**src/rtl/led_ctrl_pkg.sv**
```systemverilog
// led_ctrl_pkg: register offsets and reset values shared by the LED controller.
`default_nettype none

package led_ctrl_pkg;

    localparam logic [15:0] OFF_ON     = 16'd0;
    localparam logic [15:0] OFF_BLINK  = 16'd1;
    localparam logic [15:0] OFF_PERIOD = 16'd2;
    localparam logic [15:0] OFF_DUTY0  = 16'd3;

    localparam logic [7:0]  PERIOD_RST = 8'd15;

endpackage

`default_nettype wire

```
**src/rtl/led_pwm_channel.sv**
```systemverilog
// led_pwm_channel: per-channel PWM compare and on/blink/pwm gating.
`default_nettype none

module led_pwm_channel
    import led_ctrl_pkg::*;
#(
    parameter int PWM_BITS = 8
) (
    input  logic                on_en_i,
    input  logic                blink_en_i,
    input  logic                blink_phase_i,
    input  logic [PWM_BITS-1:0] duty_i,
    input  logic [PWM_BITS-1:0] cnt_i,
    output logic                on_o
);

    logic w_pwm_on;

    // All-ones duty is solid on, so full brightness has no one-cycle gap per period.
    always_comb begin
        w_pwm_on = 1'b0;
        if (&duty_i) begin
            w_pwm_on = 1'b1;
        end else if (duty_i == '0) begin
            w_pwm_on = 1'b0;
        end else begin
            w_pwm_on = (cnt_i < duty_i);
        end
        on_o = on_en_i & (blink_en_i ? blink_phase_i : 1'b1) & w_pwm_on;
    end

endmodule

`default_nettype wire

```
**src/rtl/led_ctrl.sv**
```systemverilog
// led_ctrl: MMIO-programmed LED driver with per-channel PWM dimming and shared blink.
`default_nettype none

module led_ctrl
    import led_ctrl_pkg::*;
#(
    parameter int          NUM_LEDS   = 6,
    parameter int          PWM_BITS   = 8,
    parameter logic [15:0] BASE_ADDR  = 16'hF000,
    parameter bit          ACTIVE_LOW = 1'b1,
    parameter int          BLINK_TICK = 16
) (
    input  logic                clock,
    input  logic                reset,
    input  logic                mmio_we,
    input  logic                mmio_re,
    input  logic [15:0]         mmio_addr,
    input  logic [7:0]          mmio_wdata,
    output logic [7:0]          mmio_rdata,
    output logic                mmio_rvalid,
    output logic [NUM_LEDS-1:0] led
);

    logic [NUM_LEDS-1:0]   on_q, on_d, blink_q, blink_d, led_q, led_d;
    logic [7:0]            period_q, period_d, blink_cnt_q, blink_cnt_d, rdata_q, rdata_d;
    logic [PWM_BITS-1:0]   duty_q [NUM_LEDS];
    logic [PWM_BITS-1:0]   duty_d [NUM_LEDS];
    logic [PWM_BITS-1:0]   pwm_cnt_q, pwm_cnt_d;
    logic [BLINK_TICK-1:0] presc_q, presc_d;
    logic                  phase_q, phase_d, rvalid_q, rvalid_d;

    logic [15:0]           w_off;
    logic                  w_tick;
    logic [7:0]            w_rd_val;
    logic [NUM_LEDS-1:0]   w_chan_on;
    logic                  w_unused;

    // Out-of-window addresses wrap to large offsets and decode as unmapped.
    assign w_off    = mmio_addr - BASE_ADDR;
    assign w_tick   = &presc_q;
    assign w_unused = ^mmio_wdata;

    always_comb begin
        on_d        = on_q;
        blink_d     = blink_q;
        period_d    = period_q;
        duty_d      = duty_q;
        pwm_cnt_d   = pwm_cnt_q + PWM_BITS'(1);
        presc_d     = presc_q + BLINK_TICK'(1);
        blink_cnt_d = blink_cnt_q;
        phase_d     = phase_q;

        if (w_tick) begin
            if (blink_cnt_q == period_q) begin
                blink_cnt_d = 8'd0;
                phase_d     = ~phase_q;
            end else begin
                blink_cnt_d = blink_cnt_q + 8'd1;
            end
        end

        if (mmio_we) begin
            if (w_off == OFF_ON)    on_d    = mmio_wdata[NUM_LEDS-1:0];
            if (w_off == OFF_BLINK) blink_d = mmio_wdata[NUM_LEDS-1:0];
            // A period write restarts the blink so the new rate begins with the LED lit.
            if (w_off == OFF_PERIOD) begin
                period_d    = mmio_wdata;
                presc_d     = '0;
                blink_cnt_d = 8'd0;
                phase_d     = 1'b1;
            end
            for (int i = 0; i < NUM_LEDS; i++) begin
                if (w_off == OFF_DUTY0 + 16'(i)) duty_d[i] = mmio_wdata[PWM_BITS-1:0];
            end
        end

        led_d = w_chan_on ^ {NUM_LEDS{ACTIVE_LOW}};
    end

    // Read mux uses current register values, so read-during-write returns old data.
    always_comb begin
        w_rd_val = 8'h00;
        if (w_off == OFF_ON)     w_rd_val = 8'(on_q);
        if (w_off == OFF_BLINK)  w_rd_val = 8'(blink_q);
        if (w_off == OFF_PERIOD) w_rd_val = period_q;
        for (int i = 0; i < NUM_LEDS; i++) begin
            if (w_off == OFF_DUTY0 + 16'(i)) w_rd_val = 8'(duty_q[i]);
        end
        rvalid_d = mmio_re;
        rdata_d  = mmio_re ? w_rd_val : 8'h00;
    end

    always_ff @(posedge clock or posedge reset) begin
        if (reset) begin
            on_q        <= '0;
            blink_q     <= '0;
            period_q    <= PERIOD_RST;
            for (int i = 0; i < NUM_LEDS; i++) duty_q[i] <= '1;
            pwm_cnt_q   <= '0;
            presc_q     <= '0;
            blink_cnt_q <= 8'd0;
            phase_q     <= 1'b1;
            rvalid_q    <= 1'b0;
            rdata_q     <= 8'h00;
            led_q       <= {NUM_LEDS{ACTIVE_LOW}};
        end else begin
            on_q        <= on_d;
            blink_q     <= blink_d;
            period_q    <= period_d;
            duty_q      <= duty_d;
            pwm_cnt_q   <= pwm_cnt_d;
            presc_q     <= presc_d;
            blink_cnt_q <= blink_cnt_d;
            phase_q     <= phase_d;
            rvalid_q    <= rvalid_d;
            rdata_q     <= rdata_d;
            led_q       <= led_d;
        end
    end

    for (genvar g = 0; g < NUM_LEDS; g++) begin : g_ch
        led_pwm_channel #(
            .PWM_BITS (PWM_BITS)
        ) u_ch (
            .on_en_i       (on_q[g]),
            .blink_en_i    (blink_q[g]),
            .blink_phase_i (phase_q),
            .duty_i        (duty_q[g]),
            .cnt_i         (pwm_cnt_q),
            .on_o          (w_chan_on[g])
        );
    end

    assign led         = led_q;
    assign mmio_rdata  = rdata_q;
    assign mmio_rvalid = rvalid_q;

endmodule

`default_nettype wire

```
**config.mk**
```make
export PLATFORM = sky130hd
export DESIGN_NAME = led_ctrl
export DESIGN_NICKNAME = d
export VERILOG_FILES = /design/src/rtl/led_ctrl_pkg.sv /design/src/rtl/led_pwm_channel.sv /design/src/rtl/led_ctrl.sv
export SDC_FILE = /design/constraint.sdc
export NUM_CORES = 1
export LEC_CHECK = 0
export ABC_AREA = 1
export CAP_MARGIN = 20
export CORE_AREA = 2 2 160 162
export CTS_CLUSTER_DIAMETER = 150
export CTS_CLUSTER_SIZE = 16
export DETAILED_ROUTE_END_ITERATION = 16
export DIE_AREA = 0 0 162 164
export PLACE_DENSITY_LB_ADDON = 0.25
export SYNTH_ARGS = -nofsm -noshare
export SYNTH_HDL_FRONTEND = slang
export SYNTH_HIERARCHICAL = 1
export SYNTH_SLANG_ARGS = --single-unit
```
**constraint.sdc**
```tcl
create_clock -name clock -period 3.25 [get_ports clock]
set_input_delay 0.325 -clock clock [delete_from_list [all_inputs] [get_ports clock]]
set_output_delay 0.325 -clock clock [all_outputs]
set_load 0.05 [all_outputs]
```
==> results of run 1 <==
==> area by class of cell <==
type | instances | share of cell area [%]
clock buffer | 18 | 5.06
tap | 330 | 4.87
clock inverter | 14 | 1.64
sequential | 116 | 35.1
inverter | 153 | 6.82
multi-input combinational | 633 | 40.9
timing repair buffer | 48 | 5.64
==> cells in the mapped netlist, types with 8 or more instances <==
cell type / number / area [sq um]
nand2_1: 217 / 815
inv_1: 129 / 484
nor2_1: 80 / 300
dfstp_2: 59 / 1550
dfrtp_1: 57 / 1430
a21oi_1: 54 / 270
o21ai_1: 50 / 250
o21ai_0: 47 / 235
ha_1: 45 / 563
nand3_1: 34 / 170
inv_2: 24 / 90.1
nor3_1: 18 / 90.1
nand4_1: 17 / 106
xor2_1: 11 / 96.3
buf_2: 9 / 45.0
nor2_2: 8 / 50.1
==> cell families (layout without fill, tap and decap cells) <==
kind of cell | count (synthesis) | count (layout) | share of synthesized area, %
fa+ha+maj | 45 | 45 | 7.93
buf+inv | 168 | 233 | 9.25
compound gates | 167 | 167 | 12.5
flops | 116 | 116 | 41.9
xor+xnor | 15 | 15 | 1.85
simple gates | 406 | 406 | 26.6
==> where the power goes <==
| part | internal [W] | total (W) | switching, W | leakage [nW] |
|---|---|---|---|---|
| sequential | 0.00147 | 0.00149 | 0.0000185 | 1.34 |
| combinational | 0.0000521 | 0.000161 | 0.000109 | 1.92 |
| clock | 0.00112 | 0.00181 | 0.000688 | 0.265 |
| total | 0.00264 | 0.00346 | 0.000815 | 3.53 |
==> per-stage QoR <==
step	power, W	hold slack [ns]	instance area [sq um]
2_1_floorplan	0.00159	0.356	7100
5_1_grt	0.00358	0.489	8480
3_5_place_dp	0.00168	0.451	7910
3_3_place_gp	0.00168	0.457	7910
4_1_cts	0.00350	0.467	8480
6_report	0.00346	0.419	8480
==> sequential cells by signal (all words and copies together) (netlist names) <==
name and flops:
blink_cnt_q 8, blink_q 6, duty_q 48, led 6, mmio_rdata 8, mmio_rvalid 1, on_q 6, period_q 8
phase_q 1, presc_q 16, pwm_cnt_q 8
==> layer usage <==
layer	up-vias	share of wire [%]	wire, um	global-route usage (%)
li1	3071	-	-	-
met1	2816	49	9930	21.7
met2	76	46	9340	26.3
met3	21	2.7	537	2.35
met4	0	1.5	308	5.23
met5	-	0	0	0
==> worst max-delay path: cells and delay by family <==
| kind | cells | cell delay, ns |
|---|---|---|
| buffers and inverters | 2 | 0.67 |
| AND/OR/NAND/NOR | 7 | 1.27 |
| AO/OA/AOI/OAI | 1 | 0.16 |
==> how the worst max path moves through the flow <==
stage | to | slack [ns] | cells past startpoint
after floorplan | phase_q | 1.52 | 10
after global placement | mmio_rdata[1] | 0.71 | 10
after detailed placement | mmio_rdata[1] | 0.73 | 12
after CTS | phase_q | 1.13 | 10
after global routing | phase_q | 0.91 | 10
final | mmio_rdata[1] | 1.14 | 10
==> flow_summary_export.csv, run 1 <==
group,metric,value,unit
setup_path,cp_cell_sequence,"clkdlybuf4s50_1 -> nor2_4 -> inv_2 -> nor4_2 -> nand2_1 -> nand3_1 -> nand2_1 -> nand4_1 -> nand2_1 -> a21oi_1",
place,hpwl,14.6,mm
sta,worst_slew_pin_slew,0.678,ns
global_route,grt_max_degree,117,
place,portBuffers,42,
yosys,syn_inst,917,
clock_tree,cts_num_sinks,116,
routing,wire_per_inst,15.3,um
final_layout,final_cell_mix,"nand2_1, inv_1, nor2_1",
yosys,async_flop_share,100,%
final_layout,fin_cells,1312,
sta,hold_violations,0,
routing,viasPerCell,4.56,
routing,drcViolationCount,0,
sta,fmax,473,MHz
clock_tree,cts_tree,"yes",
setup_path,cp_slowest_cell,"clkdlybuf4s50_1",
final_layout,fillers,2645,
clock_tree,path_clk_slew,0.06,ns
global_route,antenna_found_initial,0,
clock_tree,cts_inserted_buffers,17,
global_route,grt_use_total,16.0,%
job,maxCapViolCount,0,
setup_path,cp.required,3.58,ns
sta,worst_slack,1.14,ns
setup_path,slowest_delay,0.58,ns
global_route,grt_pass1_vias,6037,
clock_tree,cts_hold_buffers,0,
final_layout,final_common_cell,"nand2_1",
final_layout,area_growth,19.4,%
clock_tree,htree_levels,4,
yosys,syn_area,7100,sq um
floorplan,fp.dieW,162,um
pwr,p_leak,3.53,nW
sta,timing.final.crit_period,2.11,ns
setup_path,cpMostUsedCell,"nand2_1",
final_layout,regArea,2980,sq um
place,dp_slack,0.733,ns
floorplan,io_pins,43,
routing,ant_nets,0,
routing,wirelength,20.1,mm
sta,clock_skew,0.00963,ns
yosys,synth_cell_types,39,
clock_tree,cts_repair_resize_count,0,
final_layout,nNetsFinal,1042,
yosys,ys.flop_type,"dfstp_2",
final_layout,drive_above_1_share,16.4,%
routing,vias,5984,
yosys,syn_nets,990,
routing,dr.pass1.iters,5,
yosys,synth_seq_cells,116,
place,gp_congestion,0.844,
setup_path,cp.arrival,2.44,ns
global_route,grt_pass1_wl,32.6,mm
clock_tree,clockBufferDepth,2,
final_layout,antenna_cells,0,
floorplan,die_y,164,um
sta,setup-tns-final,0,ns
status,status,"completed",
yosys,synth_edf_count,0,
setup_path,reg2reg_to,"phase_q",
sta,finalSetupViolCount,0,
yosys,syn_area_per_cell,7.74,sq um
yosys,ys_seq_area_share,41.9,%
setup_path,rrSetupSlack,1.14,ns
setup_path,start_kind,"input port",
min_path,hold_path.class,"in2async",
sta,slew_viol_final,0,
clock_tree,root_buffer,"clkbuf_16",
setup_path,rr_worst_depth,10,
sta,post-route-period-util,65.0,%
final_layout,post-route-util,34.2,%
setup_path,crit_fanout,6,
pwr,ir_worst_vdd,0.313,mV
sta,slew_headroom,54.5,%
setup_path,timing.rr.start,"presc_q[0]",
floorplan,rows,58,
final_layout,multiInputGateArea,3470,sq um
floorplan,dieArea,26600,sq um
yosys,yosysWarnings,6,
setup_path,cp-startpoint,"mmio_addr[2]",
pwr,powerDensity,408,nW/um^2
setup_path,criticalPathCategory,"in2reg",
sta,rsz0062_at_grt,"false",
place,numPlacedInstances,1280,
floorplan,core,24800,sq um
setup_path,cp-end-kind,"flop",
floorplan,initial_core_util,28.6,%
global_route,grt_remaining_overflow,0,
routing,drtIter0Drc,395,
clock_tree,worstSkewPairLatency,0.41,ns
clock_tree,cts_setup_buffers,0,
Note: power is estimated with default switching activity, not from simulation.
==> run 2, diff against run 1 <==
==> constraint.sdc (replaced) <==
create_clock -name clock -period 1.8 [get_ports clock]
set_input_delay 0.18 -clock clock [delete_from_list [all_inputs] [get_ports clock]]
set_output_delay 0.18 -clock clock [all_outputs]
set_load 0.05 [all_outputs]
==> run 2 against run 1 <==
Against the previous run: the flow now finishes with violations (negative setup slack); critical endpoint is now phase_q; critical path depth stayed put; worst hold slack worse by 0.32 ns; wire length grew 6.6%; via count up 5.2%; design area grew 9.3%.
==> flow_summary_export.csv, run 2 (synthesized netlist as in run 1, its figures left out) <==
group,metric,value,unit
sta,worst_slack,-0.0800,ns
final_layout,postLayoutCellArea,9270,sq um
final_layout,reg_top3,"duty_q: 48 flops, presc_q: 16 flops",
setup_path,cp.required,2.14,ns
min_path,hold_path.class,"in2async",
setup_path,crit_fanout,4,
floorplan,core,24800,sq um
clock_tree,cts_num_sinks,116,
final_layout,regArea,2980,sq um
sta,hold_violations,0,
floorplan,dieArea,26600,sq um
clock_tree,path_clk_slew,0.06,ns
sta,post-route-period-util,104,%
sta,worst_slew_pin_slew,0.682,ns
sta,rsz0062_at_grt,"true",
sta,hold_ws,0.0953,ns
final_layout,fillers,2621,
final_layout,largest_reg_flops,48,
floorplan,die_y,164,um
sta,clock_skew,0.0107,ns
routing,viasPerCell,4.56,
clock_tree,htree_levels,4,
final_layout,drive_above_1_share,26.1,%
job,maxCapViolCount,0,
global_route,grt_remaining_overflow,0,
floorplan,rows,58,
pwr,ir_worst_vdd,0.516,mV
final_layout,regMostFlops,"duty_q",
setup_path,cp-end-kind,"flop",
sta,slew_headroom,54.1,%
global_route,grt_max_degree,40,
floorplan,fp.dieW,162,um
routing,dr.pass1.iters,5,
sta,slew_viol_final,0,
setup_path,start_kind,"flop",
place,gp_congestion,0.880,
final_layout,antenna_cells,0,
place,portBuffers,42,
final_layout,area_growth,30.5,%
status,failed_checks,"negative setup slack",
sta,finalSetupViolCount,4,
pwr,p_leak,4.03,nW
sta,fmax,532,MHz
pwr,powerDensity,699,nW/um^2
global_route,antenna_found_initial,0,
place,placed_area,8350,sq um
clock_tree,clockBufferDepth,2,
floorplan,io_pins,43,
routing,vias,6296,
global_route,grt_pass1_vias,6281,
place,hpwl,15.9,mm
floorplan,initial_core_util,28.6,%
clock_tree,cts_hold_buffers,0,
routing,wire_per_inst,15.5,um
routing,ant_nets,0,
routing,drcViolationCount,0,
global_route,grt_pass1_wl,34.1,mm
setup_path,criticalPathCategory,"reg2reg",
status,status,"finished, violations left",
setup_path,cp.arrival,2.22,ns
final_layout,final_common_cell,"nand2_1",
clock_tree,root_buffer,"clkbuf_16",
clock_tree,worstSkewPairLatency,0.42,ns
global_route,grt_use_total,16.9,%
final_layout,nNetsFinal,1112,
final_layout,final_cell_mix,"nand2_1, inv_1, nor2_1",
clock_tree,cts_tree,"yes",
routing,wirelength,21.4,mm
final_layout,post-route-util,37.3,%
routing,drtIter0Drc,350,
clock_tree,cts_inserted_buffers,17,
final_layout,multiInputGateArea,3630,sq um
sta,timing.final.crit_period,1.88,ns
run 2: changes by cell type in the layout (fill, tap and decap cells not counted), sizes merged:
cell,before,now
dlygate4sd2,0,7
clkinv,7,6
clkbuf,18,19
clkinvlp,6,4
buf,6,80
clkdlybuf4s50,42,28
dlymetal6s2s,0,1
inv,152,156
run 2: layout make-up:
cell class	count	area share (%)
clock buffer	18	4.74
inverter	153	6.27
multi-input combinational	633	39.2
timing repair inverter	1	0.0810
clock inverter	14	1.63
sequential	116	32.1
tap	330	4.46
timing repair buffer	117	11.5
run 2: stage by stage:
stage	cells	TNS, ns	total power [W]	setup WS [ns]
6_report	1382	-0.190	0.00648	-0.0800
5_1_grt	1382	-1.85	0.00672	-0.203
4_1_cts	1371	-0.121	0.00654	-0.0572
3_5_place_dp	1334	-17.27	0.00307	-0.307
3_3_place_gp	1334	-15.52	0.00307	-0.294
2_1_floorplan	917	0	0.00287	0.0698
run 2: worst paths after layout:
check | start | end | slack [ns] | depth (start not counted)
hold reg to reg | duty_q[28] | duty_q[28] | 0.49 | 2
max in group asynchronous | reset | duty_q[27] | 1.00 | 3
setup reg to reg | presc_q[0] | phase_q | -0.08 | 10
setup / recovery | presc_q[0] | phase_q | -0.08 | 10
min in group clock | mmio_wdata[0] | period_q[0] | 0.33 | 3
hold / removal | reset | blink_cnt_q[2] | 0.1 | 2
run 2: routing by layer:
layer / global-route usage, % / vias up / wire [um]
li1: - / 3211 / -
met1: 22.0 / 2951 / 10000
met2: 28.4 / 109 / 10200
met3: 2.83 / 25 / 641
met4: 5.79 / 0 / 536
met5: 0 / - / 0
run 2: critical path: stages, from the launching register on:
cell,delay (ns)
dfrtp_1,0.36
ha_2,0.19
nand4_1,0.15
nor3_2,0.18
nand3_1,0.11
nor2_2,0.13
nand3_2,0.11
nor3_4,0.24
nand2_2,0.14
a21oi_2,0.13
o21ai_1,0.08
run 2: what timing repair did:
action | CTS | global route
gates resized for setup | 13 | 56
endpoints found under the setup margin | 15 | 25
gates cloned | 0 | 2
endpoints found under the hold margin | 0 | 0
pin swaps | 3 | 16
setup buffers | 5 | 11
run 2: power by group:
group | total (W) | switching, W | internal (W) | leakage (nW)
clock network | 0.00345 | 0.00136 | 0.00209 | 0.287
registers | 0.00269 | 0.0000350 | 0.00265 | 1.34
logic | 0.000340 | 0.000211 | 0.000129 | 2.40
total | 0.00648 | 0.00160 | 0.00487 | 4.03
==> run 3, diff against run 2 <==
==> constraint.sdc (replaced) <==
create_clock -name clock -period 1.6 [get_ports clock]
set_input_delay 0.16 -clock clock [delete_from_list [all_inputs] [get_ports clock]]
set_output_delay 0.16 -clock clock [all_outputs]
set_load 0.05 [all_outputs]
==> run 3 against run 2 <==
Against the previous run: the run still ends with negative setup slack left; sequential share of layout area fell by 2.2 points; wire length rose by 2.3%; final cell count grew 4.1%; die area stayed put; setup slack got worse by 0.27 ns; register-to-register slack lost 0.27 ns; maximum frequency shrank 3.7%; worst hold slack gained 0.082 ns; via count rose by 3.7%; critical endpoint is now blink_cnt_q[3]; highest routed layer unchanged.
==> flow_summary_export.csv, run 3 (synthesized netlist as in run 1, its figures left out) <==
group,metric,value,unit
status,status,"finished, violations left",
status,failed_checks,"negative setup slack",
global_route,grt_max_degree,63,
global_route,grt_pass1_vias,6430,
sta,slew_headroom,49.5,%
floorplan,die_y,164,um
sta,hold_ws,0.177,ns
place,gp_congestion,0.861,
final_layout,antenna_cells,0,
floorplan,io_pins,43,
final_layout,post-route-util,40.1,%
clock_tree,cts_tree,"yes",
job,maxCapViolCount,0,
place,dp_slack,-0.498,ns
final_layout,area_growth,40.3,%
final_layout,final_cell_mix,"nand2_1, buf_4, inv_1",
routing,wire_per_inst,15.2,um
pwr,ir_worst_vdd,0.407,mV
sta,worst_slack,-0.353,ns
pwr,powerDensity,716,nW/um^2
global_route,grt_use_total,17.2,%
sta,clock_skew,0.00959,ns
final_layout,reg_top3,"duty_q: 48 flops, presc_q: 16 flops",
floorplan,core,24800,sq um
floorplan,initial_core_util,28.6,%
sta,post-route-period-util,122,%
setup_path,start_kind,"flop",
final_layout,regMostFlops,"duty_q",
routing,drtIter0Drc,399,
final_layout,fin_cells,1439,
pwr,totalPowerFinal,0.00713,W
clock_tree,htree_levels,4,
clock_tree,root_buffer,"clkbuf_16",
final_layout,largest_reg_flops,48,
setup_path,cp.required,1.91,ns
clock_tree,worstSkewPairLatency,0.42,ns
place,portBuffers,42,
routing,wirelength,21.9,mm
global_route,grt_remaining_overflow,0,
place,hpwl,16.4,mm
routing,viasPerCell,4.54,
sta,worst_slew_pin_slew,0.750,ns
sta,timing.final.crit_period,1.95,ns
setup_path,cp-end-kind,"flop",
setup_path,crit_fanout,3,
clock_tree,cts_inserted_buffers,17,
sta,fmax,512,MHz
sta,hold_violations,0,
floorplan,fp.dieW,162,um
place,numPlacedInstances,1380,
final_layout,nNetsFinal,1169,
routing,drcViolationCount,0,
clock_tree,path_clk_slew,0.06,ns
setup_path,criticalPathCategory,"reg2reg",
final_layout,fillers,2585,
floorplan,dieArea,26600,sq um
routing,ant_nets,0,
final_layout,drive_above_1_share,33.6,%
routing,dr.pass1.iters,6,
sta,rsz0062_at_grt,"true",
min_path,hold_path.class,"in2async",
clock_tree,cts_num_sinks,116,
clock_tree,clockBufferDepth,2,
sta,slew_viol_final,0,
setup_path,cp.arrival,2.26,ns
global_route,antenna_found_initial,0,
setup_path,rr_worst_depth,11,
final_layout,final_common_cell,"nand2_1",
pwr,p_leak,4.44,nW
routing,vias,6529,
sta,finalSetupViolCount,15,
floorplan,rows,58,
global_route,grt_pass1_wl,35.0,mm
## run 3: report_power, final
part           internal [W]  switching [W]
clock network       0.00230        0.00138
logic              0.000169       0.000259
registers           0.00299      0.0000364
total               0.00546        0.00167
## run 3: worst paths after layout
path,start,end,slack [ns]
worst max-delay path,presc_q[0],blink_cnt_q[3],-0.35
worst min-delay path,reset,presc_q[14],0.18
worst max register to register,presc_q[0],blink_cnt_q[3],-0.35
worst min register to register,duty_q[17],duty_q[17],0.49
max in group asynchronous,reset,duty_q[20],1.03
min in group clock,mmio_wdata[0],period_q[0],0.34
## run 3: area by class of cell
cell class                      instances  area [sq um]  share of cell area [%]
Clock inverter                          9          76.3                   0.766
Multi-Input combinational cell        633          3870                    38.9
Clock buffer                           23           490                    4.93
Inverter                              153           584                    5.87
Timing Repair Buffer                  173          1530                    15.3
Tap cell                              330           413                    4.15
Sequential cell                       116          2980                    29.9
Timing Repair inverter                  2          12.5                   0.126
## run 3: what timing repair did
action                                 4_1_cts  5_1_grt
endpoints found under the hold margin        0        0
buffers inserted                             3       24
gates resized for setup                     23       89
hold buffers                                 0        0
setup endpoints to repair                   23       80
pin swaps                                    3       31
cloned                                       1        2
## run 3: routing by layer
| layer | vias up | GRT usage (%) | routed length (um) |
|---|---|---|---|
| li1 | 3327 | - | - |
| met1 | 3063 | 22.5 | 10100 |
| met2 | 101 | 28.7 | 10500 |
| met3 | 38 | 2.75 | 639 |
| met4 | 0 | 6.68 | 674 |
| met5 | - | 0 | 0 |
## run 3: metrics by stage
step	TNS (ns)	area, sq um
finish	-2.82	9960
global placement	-33.70	8700
floorplan	-0.537	7110
global route	-5.33	9960
detailed placement	-35.30	8700
CTS	-2.59	9380
## run 3: worst max-delay path, cell delays in order, from the launching register on
cell and delay, ns:
dfrtp_1 0.35, ha_2 0.18, nand4_1 0.16, nor3_2 0.23, nand3_1 0.13, nor2_2 0.15, nand3_2 0.11, nor3_4 0.21
buf_4 0.16, nand3_2 0.06, nand3_2 0.07, nor2_1 0.04
